## src/rtl/utg_fmc_pkg.sv

```systemverilog
// Address map and helpers shared by the ARM FMC register bank.
package utg_fmc_pkg;

  localparam logic [11:0] OFS_FREQ0    = 12'h003;
  localparam logic [11:0] OFS_FREQ1    = 12'h004;
  localparam logic [11:0] OFS_FREQ2    = 12'h005;
  localparam logic [11:0] OFS_FREQ3    = 12'h006;
  localparam logic [11:0] OFS_FREQ4    = 12'h007;
  localparam logic [11:0] OFS_FREQ5    = 12'h008;
  localparam logic [11:0] OFS_CH_EN    = 12'h02D;
  localparam logic [11:0] ADR_VERSION  = 12'h200;
  localparam logic [11:0] ADR_SYNC_RST = 12'h204;
  localparam int          CH_SEL_BIT   = 8;
  localparam int          FREQ_BYTES   = 6;

  // Channel registers live in the low 512 bytes; bit 8 picks the channel.
  function automatic logic is_ch_reg(input logic [11:0] a);
    return (a & 12'hE00) == 12'h000;
  endfunction

  function automatic logic [11:0] ch_ofs(input logic [11:0] a);
    return a & 12'h0FF;
  endfunction

endpackage

```

## src/rtl/fmc_sync.sv

```systemverilog
// Two-flop synchroniser for an active-low bus strobe, with previous-sample tap and rise detect.
module fmc_sync (
  input  logic clk,
  input  logic rst,
  input  logic d,
  output logic q,
  output logic q_prev,
  output logic rise
);

  logic s_p0, s_p1, s_p2;

  // Stages reset to 1 so an idle bus is seen after reset and no edge is invented.
  always_ff @(posedge clk or posedge rst) begin
    if (rst) begin
      s_p0 <= 1'b1;
      s_p1 <= 1'b1;
      s_p2 <= 1'b1;
    end else begin
      s_p0 <= d;
      s_p1 <= s_p0;
      s_p2 <= s_p1;
    end
  end

  assign q      = s_p1;
  assign q_prev = s_p2;
  assign rise   = s_p1 & ~s_p2;

endmodule

```

## src/rtl/arm_fmc_reg_bank.sv

```systemverilog
// ARM FMC register bank: synchronised bus decode, DDS frequency words, channel enables,
// sync-reset pulse generator and registered readback.
module arm_fmc_reg_bank
  import utg_fmc_pkg::*;
#(
  parameter int          FREQ_W       = 48,
  parameter int          SYNC_RST_LEN = 16,
  parameter logic [7:0]  VERSION      = 8'h10
) (
  input  logic              sys_clk,
  input  logic              sys_rst,
  input  logic              fmc_ncs,
  input  logic              fmc_nwe,
  input  logic              fmc_noe,
  input  logic [11:0]       fmc_addr,
  input  logic [7:0]        fmc_wdata,
  output logic [7:0]        fmc_rdata,
  output logic              fmc_rd_oe,
  output logic [FREQ_W-1:0] ch1_freq,
  output logic [FREQ_W-1:0] ch2_freq,
  output logic              ch1_freq_upd,
  output logic              ch2_freq_upd,
  output logic              ch1_en,
  output logic              ch2_en,
  output logic              sync_rst
);

  localparam int SH_W  = FREQ_W - 8;
  localparam int CNT_W = $clog2(SYNC_RST_LEN + 1);

  logic ncs_s, ncs_prev, ncs_rise;
  logic nwe_s, nwe_prev, nwe_rise;
  logic noe_s, noe_prev, noe_rise;

  fmc_sync u_sync_ncs (.clk(sys_clk), .rst(sys_rst), .d(fmc_ncs),
                       .q(ncs_s), .q_prev(ncs_prev), .rise(ncs_rise));
  fmc_sync u_sync_nwe (.clk(sys_clk), .rst(sys_rst), .d(fmc_nwe),
                       .q(nwe_s), .q_prev(nwe_prev), .rise(nwe_rise));
  fmc_sync u_sync_noe (.clk(sys_clk), .rst(sys_rst), .d(fmc_noe),
                       .q(noe_s), .q_prev(noe_prev), .rise(noe_rise));

  logic unused_sync;
  assign unused_sync = ^{ncs_rise, nwe_prev, noe_prev, noe_rise};

  logic [11:0] addr_p0, addr_p1, addr_p2;
  logic [7:0]  wdata_p0, wdata_p1, wdata_p2;

  // p0/p1 track the strobe synchronisers; p2 is the sample preceding the current one.
  always_ff @(posedge sys_clk) begin
    addr_p0  <= fmc_addr;
    addr_p1  <= addr_p0;
    addr_p2  <= addr_p1;
    wdata_p0 <= fmc_wdata;
    wdata_p1 <= wdata_p0;
    wdata_p2 <= wdata_p1;
  end

  logic        wr_commit, wr_ch, rd_ch, rd_act;
  logic [11:0] wr_ofs, rd_ofs;
  logic [2:0]  wr_idx, rd_idx;

  assign wr_commit = nwe_rise & ~ncs_prev;
  assign wr_ch     = addr_p2[CH_SEL_BIT];
  assign wr_ofs    = ch_ofs(addr_p2);
  assign wr_idx    = addr_p2[2:0] - 3'd3;
  assign rd_ch     = addr_p1[CH_SEL_BIT];
  assign rd_ofs    = ch_ofs(addr_p1);
  assign rd_idx    = addr_p1[2:0] - 3'd3;
  assign rd_act    = ~ncs_s & ~noe_s & nwe_s;

  logic [1:0][SH_W-1:0]   shadow;
  logic [1:0][FREQ_W-1:0] freq;
  logic [1:0]             upd, en;
  logic [CNT_W-1:0]       srst_cnt;
  logic [7:0]             rd_mux;

  always_comb begin
    rd_mux = 8'h00;
    if (addr_p1 == ADR_VERSION) begin
      rd_mux = VERSION;
    end else if (is_ch_reg(addr_p1)) begin
      if (rd_ofs >= OFS_FREQ0 && rd_ofs <= OFS_FREQ4)
        rd_mux = shadow[rd_ch][{rd_idx, 3'b000} +: 8];
      else if (rd_ofs == OFS_FREQ5)
        rd_mux = freq[rd_ch][FREQ_W-1 -: 8];
      else if (rd_ofs == OFS_CH_EN)
        rd_mux = {7'b0, en[rd_ch]};
    end
  end

  // Commit stage: register updates one cycle after the synchronised nWE rise.
  always_ff @(posedge sys_clk or posedge sys_rst) begin
    if (sys_rst) begin
      shadow    <= '0;
      freq      <= '0;
      upd       <= '0;
      en        <= '0;
      srst_cnt  <= '0;
      sync_rst  <= 1'b0;
      fmc_rd_oe <= 1'b0;
      fmc_rdata <= 8'h00;
    end else begin
      upd <= '0;
      if (wr_commit && is_ch_reg(addr_p2)) begin
        if (wr_ofs >= OFS_FREQ0 && wr_ofs <= OFS_FREQ4) begin
          shadow[wr_ch][{wr_idx, 3'b000} +: 8] <= wdata_p2;
        end else if (wr_ofs == OFS_FREQ5) begin
          freq[wr_ch] <= {wdata_p2, shadow[wr_ch]};
          upd[wr_ch]  <= 1'b1;
        end else if (wr_ofs == OFS_CH_EN) begin
          en[wr_ch] <= wdata_p2[0];
        end
      end
      // A new trigger while the pulse is running restarts the full length.
      if (wr_commit && addr_p2 == ADR_SYNC_RST) begin
        srst_cnt <= CNT_W'(SYNC_RST_LEN - 1);
        sync_rst <= 1'b1;
      end else if (srst_cnt != '0) begin
        srst_cnt <= srst_cnt - CNT_W'(1);
      end else begin
        sync_rst <= 1'b0;
      end
      fmc_rd_oe <= rd_act;
      fmc_rdata <= rd_mux;
    end
  end

  assign ch1_freq     = freq[0];
  assign ch2_freq     = freq[1];
  assign ch1_freq_upd = upd[0];
  assign ch2_freq_upd = upd[1];
  assign ch1_en       = en[0];
  assign ch2_en       = en[1];

endmodule

```

## config.mk

```make
export PLATFORM = sky130hd
export DESIGN_NAME = arm_fmc_reg_bank
export DESIGN_NICKNAME = d
export VERILOG_FILES = /design/src/rtl/utg_fmc_pkg.sv /design/src/rtl/fmc_sync.sv /design/src/rtl/arm_fmc_reg_bank.sv
export SDC_FILE = /design/constraint.sdc
export NUM_CORES = 1
export LEC_CHECK = 0
export CAP_MARGIN = 20
export CELL_PAD_IN_SITES_DETAIL_PLACEMENT = 1
export CELL_PAD_IN_SITES_GLOBAL_PLACEMENT = 1
export CORE_MARGIN = 4
export CORE_UTILIZATION = 40
export CTS_CLUSTER_SIZE = 16
export DETAILED_ROUTE_END_ITERATION = 8
export PLACE_DENSITY = 0.72
export SETUP_SLACK_MARGIN = 0.3
export SYNTH_ARGS = -nofsm -noshare
export SYNTH_HDL_FRONTEND = slang
export SYNTH_SLANG_ARGS = --single-unit
```

## constraint.sdc

```tcl
create_clock -name sys_clk -period 12 [get_ports sys_clk]
set_clock_uncertainty 0.05 [all_clocks]
set_input_delay 1.2 -clock sys_clk [delete_from_list [all_inputs] [get_ports sys_clk]]
set_output_delay 1.2 -clock sys_clk [all_outputs]
set_load 0.01 [all_outputs]
```

==> metrics, run 1 <==
Root Buffer Master=clkbuf_16; Ys Warns=0; syn_area_per_cell=14.83 sq um; drt via density=5.216; crit path max fanout=14; Post-Synthesis Cells=721; cts repair resizes=0; htree depth=1; drt drc=0; wire length per cell=21.13 um; slew margin rel.=23.56%; WP data arrival=3.85 ns; Leakage=6.284 nW; Seq/Total Area, Yosys=58.85%; post-route cell area=13310 sq um; Power Dens Cells=143.6 nW/um^2; Slew Viols, Final=0; number of port buffers=134; Core ar.=26210 sq um; cell count after placement=1161; simple-gate share of the synthesized area=6.004%; Unique masters post-synth=47; Post-synth EDFFs=0; CTS sink cnt=263; mux cell area share after synthesis=29.86%; Mapped Nets=758; Starting Density=40.79%; XOR/XNOR share of the synthesized area=0.3277%; WP data required=12.37 ns; largest family of logic cells by synthesized area=multiplexers; non-filler cells, final=1215; Routed Antenna Nets=0; Post-CTS Setup Bufs=0; startpoint types=flip-flop; synthesized area=10690 sq um; WS Path Type=reg -> reg; Diodes inserted=0; Die W=171.5 um; clk_lat worst skew=0.54 ns; status=finished clean; Synth Area in Compound Gates=1.428%; die footprint=29410 sq um; Row Count=59; Setup-failing EPs final=0; CTS buffer count=28; MaxCap Viol Count=0; die height=171.5 um; number of global-route vias before repair=7025; Post-Place Cell Area=12310 sq um; FF+latch count, synth=263; grt ovf=0; final core occ=50.77%; # hold bufs at CTS=0; Tmin final=3.473 ns; Area Overhead vs Synth=24.46%; Final Hold Vio Count=0; Final GP Congestion=0.7519; Overall Global Routing Usage=17.50%; I/O pin count=135; 1st-iter DRT viols=345; Tightest Pin Transition=1.137 ns; Hold Crit Class=reg -> reg; Synth Area in Adders=1.404%; Worst Setup End Kind=flip-flop; CTS clock-pin slew for the worst setup and hold paths=0.06 ns; maximum vdd drop=0.08463 mV; Max Fclk=0.2879 GHz; RSZ-0062 raised after global routing=false; global-route wire length before repair=40430 um; Detailed Routing Iterations Pass 1=4; Fin Setup TNS=0 ns; largest net degree at the start of global routing=122; CTS tree=built; CTS Buffer Depth=3; asr flop ratio synth=77.19%; initial antenna violation count=0; vias post-DR=6337; Total Nets Final=895; share of cells above drive strength 1=36.02%; Most used DFF post-synth=dfrtp_1; routed wire length=25680 um; Final HPWL DP=17210 um; Final period util=28.95%
registers in the layout, summed over array words and instances, names as in the netlist, 8 cells and up:
| signal | count |
|---|---|
| addr_p0 | 12 |
| addr_p1 | 12 |
| addr_p2 | 12 |
| ch1_freq | 48 |
| ch2_freq | 48 |
| fmc_rdata | 8 |
| shadow | 80 |
| wdata_p0 | 8 |
| wdata_p1 | 8 |
| wdata_p2 | 8 |
placed cells by master (no fill, tap or decap), drive strengths merged, types with 2 or more instances in the layout:
master           n
nand4            3
nand2b           3
dfrtp          195
or4              5
nand3            6
or3              2
a311oi           2
o221ai           5
nor4b            2
clkinv           6
nor3            24
ha              12
o21ai            3
o211ai           2
nand3b           2
clkinvlp         4
and3             5
nor2b            2
nor2            12
clkbuf          37
clkdlybuf4s50  134
o2111ai          3
inv             16
or4b             2
nor4             8
mux2           229
xnor2            2
mux2i           17
nor3b            2
buf              5
nand2           36
dfstp            8
or2              2
bufinv           2
xor2             2
dfxtp           60
mux4            13
metal layers:
layer	GRT usage, %	wire, um	vias up
met2	29.12	12280	141
li1	-	-	2886
met5	0	0	-
met4	3.583	415	0
met3	2.574	1031	32
met1	24.59	11950	3278
final cells by class:
cell class	count	area, sq um
Clock inverter	16	172.7
Timing Repair Buffer	140	1404
Clock buffer	36	792.0
Tap cell	335	419.2
Sequential cell	263	6294
Fill cell	2538	12900
Inverter	12	52.55
Multi-Input combinational cell	413	4172
critical path: stages, from the launching register on:
cell and delay (ns):
dfxtp_1 0.61, ha_1 0.34, ha_1 0.30, inv_1 0.07
ha_1 0.33, nor2b_1 0.15, o2111ai_1 0.16, nor4_2 0.90
mux2_2 0.43
final timing paths:
path / from / end / slack [ns] / cells past startpoint
max: addr_p2[0] / shadow[45] / 8.53 / 8
min: wdata_p0[7] / wdata_p1[7] / 0.27 / 0
max reg2reg: addr_p2[0] / shadow[45] / 8.53 / 8
min reg2reg: wdata_p0[7] / wdata_p1[7] / 0.27 / 0
max in group asynchronous: sys_rst / shadow[17] / 9.40 / 4
min in group asynchronous: sys_rst / ch2_freq[20] / 1.18 / 2
synthesized netlist by cell type, types with 3 or more instances:
cell / count / area, sq um
nand4_1: 3 / 18.77
or4_1: 3 / 22.52
nor3_1: 24 / 120.1
mux2_2: 189 / 2128
nor4_1: 6 / 37.54
nand3_1: 6 / 30.03
clkbuf_1: 14 / 52.55
buf_2: 11 / 55.05
nor2_1: 12 / 45.04
buf_6: 6 / 67.56
inv_1: 12 / 45.04
nand2_1: 36 / 135.1
dfrtp_1: 195 / 4880
o221ai_1: 5 / 43.79
mux2_4: 40 / 600.6
mux2i_1: 17 / 170.2
ha_1: 12 / 150.1
dfstp_2: 8 / 210.2
o2111ai_1: 3 / 26.28
mux4_2: 13 / 292.8
nand2b_1: 3 / 18.77
dfxtp_1: 60 / 1201
o21ai_0: 3 / 15.01
and3_1: 5 / 31.28
power by group:
| group | switching (mW) | internal, mW | total [mW] |
|---|---|---|---|
| clock | 0.365 | 0.516 | 0.881 |
| combinational | 0.0595 | 0.0422 | 0.102 |
| sequential | 0.0205 | 0.908 | 0.929 |
| total | 0.445 | 1.47 | 1.91 |
stage by stage:
stage	hold WS (ns)	total power, mW	setup WS [ns]
3_5_place_dp	0.2635	1.048	8.417
2_1_floorplan	0.2596	1.008	5.224
3_3_place_gp	0.2599	1.043	8.454
4_1_cts	0.2764	1.937	8.553
6_report	0.2714	1.911	8.527
5_1_grt	0.2768	1.992	8.286
cells by family after synthesis:
kind of cell,Yosys count
fa+ha+maj,12
buf+inv,45
simple gates,118
xor+xnor,4
flops,263
compound gates,20
mux,259
No activity file was read; power rests on OpenSTA's default activity.
==> inputs of run 2 (changes only) <==
==> constraint.sdc (replaced) <==
create_clock -name sys_clk -period 3.2 [get_ports sys_clk]
set_clock_uncertainty 0.05 [all_clocks]
set_input_delay 0.32 -clock sys_clk [delete_from_list [all_inputs] [get_ports sys_clk]]
set_output_delay 0.32 -clock sys_clk [all_outputs]
set_load 0.01 [all_outputs]
==> metrics, run 2 (synthesis results as in run 1) <==
Hold Crit Class=in -> async; Final WS setup=0.5196 ns; Max Fclk=0.3731 GHz; startpoint types=flip-flop; I/O pin count=135; Final GP Congestion=0.7830; WP data arrival=3.04 ns; number of global-route vias before repair=7225; Overall Global Routing Usage=17.91%; Power Dens Cells=539.4 nW/um^2; die footprint=29410 sq um; initial antenna violation count=0; Area Overhead vs Synth=26.11%; routed wire length=25910 um; area of the multi-input gates=4195 sq um; largest net degree at the start of global routing=97; Die W=171.5 um; 1st-iter DRT viols=299; dpl ws=0.2771 ns; number of port buffers=134; Row Count=59; Root Buffer Master=clkbuf_16; Worst Setup End Kind=flip-flop; Tightest Pin Transition=0.6805 ns; WP data required=3.56 ns; CTS sink cnt=263; max reg flops=80; Diodes inserted=0; most flop-heavy register=shadow; register area=6294 sq um; drt via density=5.218; MaxCap Viol Count=0; RSZ-0062 raised after global routing=false; grt ovf=0; Final Hold Vio Count=0; clk_lat worst skew=0.53 ns; drt drc=0; Setup-failing EPs final=0; status=finished clean; # hold bufs at CTS=0; Fin Setup TNS=0 ns; share of cells above drive strength 1=37.64%; Total Nets Final=913; WS Path Type=reg -> reg; Leakage=6.380 nW; Post-CTS Setup Bufs=0; Slew Viols, Final=0; Routed Antenna Nets=0; maximum vdd drop=0.3301 mV; CTS Buffer Depth=3; CTS clock-pin slew for the worst setup and hold paths=0.07 ns; htree depth=1; slew margin rel.=54.63%; vias post-DR=6434; Final period util=83.76%; Detailed Routing Iterations Pass 1=4; CTS buffer count=28; most frequent cells in the layout=dfrtp_1, mux2_2, clkdlybuf4s50_1, dfxtp_1, mux2_4; Starting Density=40.79%; Core ar.=26210 sq um; wire length per cell=21.02 um; CTS tree=built; global-route wire length before repair=41590 um; Final HPWL DP=18100 um; crit path max fanout=10; Fillers=2539; most common cell after layout, fill and taps aside=dfrtp_1; die height=171.5 um; Tmin final=2.680 ns
run 2: metal layers:
layer / wire length (um) / track usage [%] / vias up
met5: 0 / 0 / -
li1: - / - / 2917
met4: 486 / 3.858 / 0
met2: 12550 / 29.82 / 143
met3: 1207 / 3.379 / 40
met1: 11670 / 24.58 / 3334
run 2: repair_timing:
action,in CTS,in global routing
gates resized for setup,3,4
setup endpoints to repair,17,57
endpoints found under the hold margin,0,0
run 2: where the power goes:
group | internal, mW | total (mW) | switching [mW]
clock | 2.06 | 3.40 | 1.34
combinational | 0.164 | 0.387 | 0.222
sequential | 3.41 | 3.48 | 0.0763
run 2: path summary, 6_finish.rpt:
| check | start | endpoint | slack (ns) | depth (start not counted) |
|---|---|---|---|---|
| max | addr_p2[1] | shadow[10] | 0.52 | 9 |
| max in group asynchronous | sys_rst | shadow[78] | 2.13 | 3 |
| min | sys_rst | shadow[70] | 0.11 | 2 |
| min reg2reg | wdata_p1[3] | wdata_p2[3] | 0.27 | 0 |
| min in group sys_clk | fmc_ncs | u_sync_ncs.s_p0 | 0.16 | 1 |
| max reg2reg | addr_p2[1] | shadow[10] | 0.52 | 9 |
run 2: area by class of cell:
type / count / area share, %
Timing Repair Buffer: 158 / 11.38
Tap cell: 335 / 3.109
Clock buffer: 36 / 5.800
Sequential cell: 263 / 46.68
Clock inverter: 16 / 1.550
Inverter: 12 / 0.3619
Multi-Input combinational cell: 413 / 31.12
run 2: metrics by stage:
stage               std cells  area [sq um]  power (mW)  utilization, %  hold WS (ns)
floorplan                 721         10690       3.780               -        0.2596
global placement         1181         12470       3.924           47.57        0.2595
detailed placement       1181         12470       3.938           47.57        0.2635
CTS                      1233         13460       7.385           51.37        0.1115
global route             1233         13480       7.589           51.44        0.1361
finish                   1233         13480       7.272           51.44        0.1128
run 2: worst max-delay path: stages, from the launching register on:
cell,delay (ns)
dfxtp_1,0.33
ha_1,0.27
ha_1,0.35
inv_1,0.07
ha_4,0.33
o21ai_0,0.12
nor3_1,0.19
buf_4,0.16
and3_2,0.31
mux2_2,0.37
==> inputs of run 3 (changes only) <==
==> constraint.sdc (replaced) <==
create_clock -name sys_clk -period 2.76 [get_ports sys_clk]
set_clock_uncertainty 0.05 [all_clocks]
set_input_delay 0.276 -clock sys_clk [delete_from_list [all_inputs] [get_ports sys_clk]]
set_output_delay 0.276 -clock sys_clk [all_outputs]
set_load 0.01 [all_outputs]
==> metrics, run 3 (synthesis results as in run 1) <==
Die W=171.5 um; cell count after placement=1185; global-route wire length before repair=42770 um; Final period util=91.11%; Max Fclk=0.3977 GHz; vias post-DR=6470; Worst Setup End Kind=flip-flop; most common cell after layout, fill and taps aside=dfrtp_1; Final HPWL DP=18700 um; CTS tree=built; number of global-route vias before repair=7250; area of the multi-input gates=4298 sq um; Hold Crit Class=in -> reg; CTS Buffer Depth=3; non-filler cells, final=1242; Total Nets Final=922; Row Count=59; die footprint=29410 sq um; RSZ-0062 raised after global routing=true; most flop-heavy register=shadow; share of cells above drive strength 1=38.48%; CTS clock-pin slew for the worst setup and hold paths=0.06 ns; routed wire length=26900 um; hold_sp=fmc_nwe; Fillers=2519; CTS sink cnt=263; # hold bufs at CTS=0; status=finished clean; Final GP Congestion=0.7926; Leakage=6.429 nW; max reg flops=80; largest net degree at the start of global routing=92; Detailed Routing Iterations Pass 1=4; Tightest Pin Transition=0.6353 ns; Diodes inserted=0; worst hold endpoint=u_sync_nwe.s_p0; Routed Antenna Nets=0; drt via density=5.209; Core ar.=26210 sq um; WS Path Type=reg -> reg; Final Hold Vio Count=0; I/O pin count=135; htree depth=1; most frequent cells in the layout=dfrtp_1, mux2_2, clkdlybuf4s50_1, dfxtp_1, mux2_4; Power Dens Cells=599.9 nW/um^2; drt drc=0; R2R cell count=5; register area=6299 sq um; maximum vdd drop=0.4878 mV; WP data required=3.12 ns; Overall Global Routing Usage=18.50%; Setup-failing EPs final=0; WP data arrival=2.88 ns; die height=171.5 um; 1st-iter DRT viols=278; Reg2Reg Launch Point=u_sync_ncs.q_prev; startpoint types=flip-flop; initial antenna violation count=0; Starting Density=40.79%; post-route cell area=13650 sq um; MaxCap Viol Count=0; clk_lat worst skew=0.54 ns; Area Overhead vs Synth=27.66%; crit path max fanout=34; Root Buffer Master=clkbuf_16; CTS buffer count=28; Hold Path Stages=1; Post-Place Cell Area=12660 sq um; wire length per cell=21.66 um; grt ovf=0; R2R Setup Slk=0.25 ns; Slew Viols, Final=0; Reg2Reg Capture Point=ch2_freq[19]; Tmin final=2.515 ns; number of port buffers=134; slew margin rel.=57.25%
[run 3: cell count changes in the layout (fill, tap and decap cells not counted), moves of 3 or more]
cell       before  now
clkinv_4        6    0
buf_12          1    6
clkbuf_1        4   12
bufinv_16       4    1
inv_4           3    0
mux2_2        189  181
clkbuf_8        3    6
mux2_4         40   48
[run 3: worst max-delay path by stage]
stage / startpoint / to / slack, ns
6_report: u_sync_ncs.q_prev / ch2_freq[19] / 0.25
5_1_grt: u_sync_ncs.q_prev / ch2_freq[8] / 0.21
4_1_cts: u_sync_ncs.q_prev / ch1_freq[7] / 0.25
3_5_place_dp: addr_p2[0] / shadow[50] / 0.08
3_3_place_gp: addr_p2[0] / shadow[55] / 0.16
2_1_floorplan: sys_rst / ch1_freq[0] / -0.19
[run 3: final cells by class]
class	instances	area share (%)
flip-flops and latches	263	46.15
multi-input cells	413	31.49
repair buffers	167	12.30
clock buffers	47	6.253
well taps	335	3.071
clock inverters	5	0.3667
inverters	12	0.3576
[run 3: repair_timing]
action / 4_1_cts / 5_1_grt
setup endpoints to repair: 152 / 143
pin swaps: 3 / 2
resized for setup: 7 / 5
cloned: 0 / 0
buffers inserted: 2 / 3
[run 3: worst max-delay path, stage by stage (launching register included)]
cell and delay, ns:
dfstp_2 0.36, or3_4 0.41, or4b_4 0.52, or4_4 0.48, buf_12 0.20, mux2_4 0.33
[run 3: metal layers]
metal	share of wire, %	global-route usage, %	up-vias
met5	0	0	-
met4	1.6	3.961	0
met3	4.9	3.677	32
met2	49	30.95	144
met1	45	25.19	3354
li1	-	-	2940
[run 3: report_power, final]
| group | switching [mW] | internal (mW) |
|---|---|---|
| Clock | 1.48 | 2.18 |
| Sequential | 0.0880 | 3.95 |
| Combinational | 0.282 | 0.205 |
[run 3: per-stage QoR]
step / total power, mW / hold WS [ns] / util (%) / setup TNS [ns] / worst slack, ns
after floorplan: 4.399 / 0.2305 / - / -37.00 / -0.1898
after global placement: 4.565 / 0.2610 / 48.32 / 0 / 0.1620
after detailed placement: 4.592 / 0.2632 / 48.32 / 0 / 0.07584
after CTS: 8.284 / 0.07645 / 51.91 / 0 / 0.2511
after global routing: 8.533 / 0.08651 / 52.07 / 0 / 0.2068
final: 8.187 / 0.09967 / 52.07 / 0 / 0.2454
